==> config.mk <==
export PLATFORM = sky130hd
export DESIGN_NAME = serial_flow_alu_flat
export DESIGN_NICKNAME = d
export VERILOG_FILES = /design/src/rtl/serial_flow_alu_if.sv /design/src/rtl/serial_flow_alu.sv /design/src/flat_wrapper.sv
export SDC_FILE = /design/constraint.sdc
export NUM_CORES = 1
export LEC_CHECK = 0
export CAP_MARGIN = 20
export CORE_UTILIZATION = 30
export CTS_BUF_LIST = sky130_fd_sc_hd__clkbuf_8
export CTS_CLUSTER_SIZE = 28
export DETAILED_ROUTE_END_ITERATION = 16
export MAX_ROUTING_LAYER = met4
export PLACE_DENSITY_LB_ADDON = 0.15
export SKIP_CTS_REPAIR_TIMING = 1
export SYNTH_ARGS = -nofsm -noshare
export SYNTH_HDL_FRONTEND = slang
export SYNTH_SLANG_ARGS = --single-unit
==> constraint.sdc <==
create_clock -name clock -period 3.5 [get_ports clock]
set_clock_uncertainty 0.1 [all_clocks]
set_input_delay 0.7 -clock clock [delete_from_list [all_inputs] [get_ports clock]]
set_output_delay 0.7 -clock clock [all_outputs]
set_load 0.005 [all_outputs]
==> src/rtl/serial_flow_alu_if.sv <==
// Handshake and serial bus bundle for serial_flow_alu.
// master drives operands and control; slave returns result bits and word flags.
interface serial_flow_alu_if;
    logic       start;
    logic [1:0] mode;
    logic       line1;
    logic       line2;
    logic       bit_valid;
    logic       outp;
    logic       outp_valid;
    logic       overflw;
    logic       cmp_gt;
    logic       cmp_eq;
    logic       done;
    logic       busy;

    modport master (
        output start, mode, line1, line2, bit_valid,
        input  outp, outp_valid, overflw, cmp_gt, cmp_eq, done, busy
    );

    modport slave (
        input  start, mode, line1, line2, bit_valid,
        output outp, outp_valid, overflw, cmp_gt, cmp_eq, done, busy
    );
endinterface

==> src/rtl/serial_flow_alu.sv <==
// Serial LSB-first add/sub/compare engine over two bit streams.
// One word of WIDTH bits per start; bit_valid low stalls the word.
module serial_flow_alu #(
    parameter int WIDTH = 8
) (
    input logic              clock,
    input logic              reset,
    serial_flow_alu_if.slave bus
);
    localparam int CNT_W = (WIDTH > 1) ? $clog2(WIDTH) : 1;
    localparam logic [CNT_W-1:0] LAST = CNT_W'(WIDTH - 1);

    typedef enum logic {IDLE, RUN} state_t;

    state_t           state;
    state_t           state_n;
    logic [CNT_W-1:0] count;
    logic [1:0]       mode_q;
    logic             carry;
    logic             gt_r;
    logic             eq_r;

    logic is_sub;
    logic is_cmp;
    logic b_eff;
    logic sum;
    logic cout;
    logic take;
    logic last;
    logic gt_n;
    logic eq_n;

    always_comb begin
        is_sub = (mode_q == 2'b01);
        is_cmp = mode_q[1];
        b_eff  = bus.line2 ^ is_sub;
        sum    = bus.line1 ^ b_eff ^ carry;
        cout   = (bus.line1 & b_eff) | (bus.line1 & carry) | (b_eff & carry);
        take   = (state == RUN) && bus.bit_valid;
        last   = take && (count == LAST);
        // A differing bit arrives at higher weight than all earlier ones
        gt_n   = (bus.line1 != bus.line2) ? bus.line1 : gt_r;
        eq_n   = eq_r & (bus.line1 == bus.line2);
    end

    always_ff @(posedge clock or posedge reset) begin
        if (reset) state <= IDLE;
        else       state <= state_n;
    end

    always_comb begin
        state_n = state;
        unique case (state)
            IDLE:    if (bus.start) state_n = RUN;
            RUN:     if (last)      state_n = IDLE;
            default: state_n = IDLE;
        endcase
    end

    always_ff @(posedge clock or posedge reset) begin
        if (reset) begin
            count          <= '0;
            mode_q         <= 2'b00;
            carry          <= 1'b0;
            gt_r           <= 1'b0;
            eq_r           <= 1'b0;
            bus.outp       <= 1'b0;
            bus.outp_valid <= 1'b0;
            bus.overflw    <= 1'b0;
            bus.cmp_gt     <= 1'b0;
            bus.cmp_eq     <= 1'b0;
            bus.done       <= 1'b0;
        end else begin
            bus.outp_valid <= 1'b0;
            bus.done       <= 1'b0;
            if (state == IDLE && bus.start) begin
                mode_q <= bus.mode;
                count  <= '0;
                gt_r   <= 1'b0;
                eq_r   <= 1'b1;
                // Subtraction is A + ~B + 1
                carry  <= (bus.mode == 2'b01);
            end else if (take) begin
                bus.outp       <= is_cmp ? 1'b0 : sum;
                bus.outp_valid <= 1'b1;
                carry          <= cout;
                gt_r           <= gt_n;
                eq_r           <= eq_n;
                if (!last) count <= count + 1'b1;
                if (last) begin
                    bus.done    <= 1'b1;
                    bus.cmp_gt  <= gt_n;
                    bus.cmp_eq  <= eq_n;
                    bus.overflw <= is_cmp ? 1'b0 : (is_sub ? ~cout : cout);
                end
            end
        end
    end

    assign bus.busy = (state == RUN);
endmodule

==> src/flat_wrapper.sv <==
// flat-port wrapper written by rule: the top's interface ports become plain ports
module serial_flow_alu_flat 
#(
    parameter int WIDTH = 8
)
  (clock, reset, bus_start, bus_mode, bus_line1, bus_line2, bus_bit_valid, bus_outp, bus_outp_valid, bus_overflw, bus_cmp_gt, bus_cmp_eq, bus_done, bus_busy);
  serial_flow_alu_if bus_i ();
  input logic clock;
  input logic reset;
  input wire logic [$bits(bus_i.start)-1:0] bus_start;
  input wire logic [$bits(bus_i.mode)-1:0] bus_mode;
  input wire logic [$bits(bus_i.line1)-1:0] bus_line1;
  input wire logic [$bits(bus_i.line2)-1:0] bus_line2;
  input wire logic [$bits(bus_i.bit_valid)-1:0] bus_bit_valid;
  output wire logic [$bits(bus_i.outp)-1:0] bus_outp;
  output wire logic [$bits(bus_i.outp_valid)-1:0] bus_outp_valid;
  output wire logic [$bits(bus_i.overflw)-1:0] bus_overflw;
  output wire logic [$bits(bus_i.cmp_gt)-1:0] bus_cmp_gt;
  output wire logic [$bits(bus_i.cmp_eq)-1:0] bus_cmp_eq;
  output wire logic [$bits(bus_i.done)-1:0] bus_done;
  output wire logic [$bits(bus_i.busy)-1:0] bus_busy;
  assign bus_i.start = bus_start;
  assign bus_i.mode = bus_mode;
  assign bus_i.line1 = bus_line1;
  assign bus_i.line2 = bus_line2;
  assign bus_i.bit_valid = bus_bit_valid;
  assign bus_outp = bus_i.outp;
  assign bus_outp_valid = bus_i.outp_valid;
  assign bus_overflw = bus_i.overflw;
  assign bus_cmp_gt = bus_i.cmp_gt;
  assign bus_cmp_eq = bus_i.cmp_eq;
  assign bus_done = bus_i.done;
  assign bus_busy = bus_i.busy;
  serial_flow_alu #(.WIDTH(WIDTH)) u_core (.clock(clock), .reset(reset), .bus(bus_i));
endmodule
==> impl_metrics.yaml <==
logic_synthesis:
  synth_fa_ha_area_frac: 0.0779
  synth_seq_area_share: 0.519
  synth.avg_cell_area_um2: 11.1
  synth_fp_nets: 76
  postSynthCellCount: 65
  synth-compound-area-share: 0.102
  parity_gate_share_of_the_synthesized_area_counting_xor_and_xnor_cells: 0.0484
  mappedNetlistArea_um2: 723
  largest_family_of_logic_cells_by_synthesized_area: "simple AND/OR/NAND/NOR gates"
  synthDistinctLibCells: 26
  yosysWarningCount: 0
  synth_mux_area_frac: 0.0519
  post_synth_and_or_nand_nor_area_fraction: 0.164
  ys_seq_elements: 15
setup_path:
  critical_path_peak_fanout: 11
  cpPeakStageDelay_ns: 0.57
  cells_traversed_along_the_worst_timing_path: "clkdlybuf4s50_1"
  worst-endpoint-required_ns: 2.70
  critical_path.startpoint_type: "flip-flop"
  family_of_cells_with_the_greatest_summed_delay_on_the_critical_path: "buffers and inverters"
  cp_num_buf_inv: 1
  crit_slowest_cell: "clkdlybuf4s50_1"
  worstSetupEndpointType: "primary output"
  worst_ep_arrival_time_ns: 1.37
  critical_path_class: "flip-flop to primary output"
floorplanning:
  floorplan.initialDensity: 0.324
  design.die.area_um2: 2610
  boundaryPins: 15
  core_area_um2: 2230
  fp.dieH_um: 51.1
  core.rowCount: 17
  die_width_um: 51.1
timing:
  final.period_utilization: 0.620
  slew_headroom: 0.625
  finalSetupTns_ns: 0
  final.min_clock_period_ns: 2.17
  fmaxAchievable_mhz: 461
  tightestPinTransition_ns: 0.562
  grt_setup_unrepaired: "no"
  hold_viol: 0
  final_count_of_pins_violating_max_slew: 0
  setup_viol: 0
pwr:
  power.combinational.fraction: 0.346
  net-switching-power_mw: 0.194
  leakage_power_summed_over_all_cells_nw: 0.426
  internal_power_mw: 0.459
  irDropWorstVdd_uv: 445
  clock_power_share: 0.213
  net_sw_frac: 0.297
  p_total_mw: 0.654
  share_seq_of_total_power: 0.441
  power_density_nw_per_um2: 697
route:
  routed_wl_um: 1250
  via_count: 510
  drt_pass1_iterations: 4
  route.antenna.remaining_nets: 0
  post-route-drc-count: 0
  vias_per_cell: 4.64
  first_iter_violations: 8
  wl_per_cell_um: 11.4
clock_network:
  worstSkewPairLatency_ns: 0.24
  cts_buffers: 3
  clock_sinks: 15
  cts_htree_levels: 1
  clk_root_buffer_cell: "clkbuf_8"
  path_clk_slew_ns: 0.06
  cts_tree: "done"
  max-clock-path-buffers: 2
layout:
  num-fill-cells: 224
  antenna_cells: 0
  reg_top3: "u_core.count: 3 flops, u_core.mode_q: 2 flops"
  largest_register_ff_count: 3
  register_name_with_the_most_flops: "u_core.count"
  final_layout_size_suffix_gt1_frac: 0.146
  finalNetCount: 94
  final_cell_area_um2: 937
  area_growth_pct: 29.6
hold_path:
  hold_path_class: "flip-flop to flip-flop"
placement:
  buffer_ports.inserted: 14
  hpwlAfterDp_um: 945
  gp_routability_congestion: 0.699
  dpl_cell_area_um2: 891
run:
  drv.max_cap_violation_count: 0
global_routing:
  globalRoute.totalOverflow: 0
  grt_pass1_wl_um: 2230
  antenna_found_initial: 0
  groute.usage.overall: 0.122
  grt_pass1_vias: 469
  grt_start_max_net_pins: 16
run_status:
  status: "finished clean"
==> per-stage QoR <==
stage | instances | hold slack [ns] | setup WS [ns] | utilization
6_report | 110 | 0.372 | 1.33 | 0.420
5_1_grt | 110 | 0.412 | 1.25 | 0.420
4_1_cts | 110 | 0.375 | 1.30 | 0.420
3_5_place_dp | 106 | 0.360 | 1.14 | 0.399
3_3_place_gp | 106 | 0.356 | 1.16 | 0.399
2_1_floorplan | 65 | 0.359 | 1.77 | -
==> area by class of cell <==
type,count,area [um2],share of cell area
clock buffers,3,41.3,0.0441
clock inverters,1,5.00,0.00534
inverters,5,18.8,0.0200
multi-input cells,44,322,0.343
flip-flops and latches,15,375,0.401
well taps,28,35.0,0.0374
repair buffers,14,140,0.150
==> synth_stat cells <==
| master | n | area share |
|---|---|---|
| o22ai_1 | 1 | 0.0087 |
| maj3_2 | 1 | 0.016 |
| nand2b_1 | 1 | 0.0087 |
| o31ai_1 | 1 | 0.010 |
| mux2_2 | 2 | 0.031 |
| a32o_1 | 2 | 0.028 |
| nor2_1 | 4 | 0.021 |
| inv_2 | 1 | 0.0052 |
| nand2b_4 | 1 | 0.019 |
| nand3_2 | 1 | 0.014 |
| nand2_1 | 8 | 0.042 |
| fa_1 | 1 | 0.028 |
| and2b_2 | 1 | 0.012 |
| mux2_4 | 1 | 0.021 |
| buf_4 | 1 | 0.010 |
| xnor2_1 | 4 | 0.048 |
| a21oi_1 | 3 | 0.021 |
| dfrtp_1 | 15 | 0.52 |
| o21bai_1 | 1 | 0.010 |
| and2b_1 | 1 | 0.010 |
| ha_1 | 2 | 0.035 |
| nor2b_1 | 2 | 0.017 |
| o211ai_1 | 1 | 0.010 |
| nand3_1 | 3 | 0.021 |
| o21ai_0 | 2 | 0.014 |
| inv_1 | 4 | 0.021 |
==> power groups by stage <==
stage,Combinational [mW],Clock (mW),Sequential [mW]
final,0.226,0.139,0.288
after detailed placement,0.230,0,0.293
after floorplan,0.157,0,0.281
after global placement,0.227,0,0.293
after CTS,0.230,0.146,0.290
after global routing,0.260,0.153,0.300
==> cell families after synthesis <==
logic type      count (synthesis)
fa+ha+maj                       4
xor+xnor                        4
mux                             3
compound gates                 11
flops                          15
simple gates                   22
buf+inv                         6
==> worst paths after layout <==
path                                                    to  depth (start not counted)                          start  slack, ns
max                                               bus_busy                          1      u_core.bus.busy$_DFF_PP0_       1.33
min                          u_core.bus.cmp_eq$_DFFE_PP0P_                          2  u_core.bus.cmp_eq$_DFFE_PP0P_       0.37
max reg2reg                    u_core.count[2]$_DFFE_PP0P_                          5    u_core.count[0]$_DFFE_PP0P_       1.88
min reg2reg                  u_core.bus.cmp_eq$_DFFE_PP0P_                          2  u_core.bus.cmp_eq$_DFFE_PP0P_       0.37
max in group asynchronous         u_core.carry$_DFFE_PP0P_                          2                          reset       2.23
min in group asynchronous  u_core.bus.outp_valid$_DFF_PP0_                          2                          reset       0.71
==> worst min-delay path, stage by stage, from the launching register on <==
cell and delay (ns):
dfrtp_1 0.34, nand2_1 0.05, nand2_1 0.05
==> placed cells by master (no fill, tap or decap), types with 2 or more instances in the layout <==
cell,count
ha_1,2
a32o_1,2
xnor2_1,4
mux2_2,2
nand3_1,3
nor2_1,4
a21oi_1,3
nand2_1,8
dfrtp_1,15
clkbuf_8,3
nor2b_1,2
inv_1,4
clkdlybuf4s50_1,14
o21ai_0,2
==> metal layers <==
layer / global-route usage / vias up / wire length (um)
met1: 0.164 / 241 / 626
met5: - / - / 0
met2: 0.164 / 16 / 520
met4: 0.0417 / 0 / 12
met3: 0.0476 / 2 / 90
li1: - / 251 / -
No activity file was read; power rests on OpenSTA's default activity.
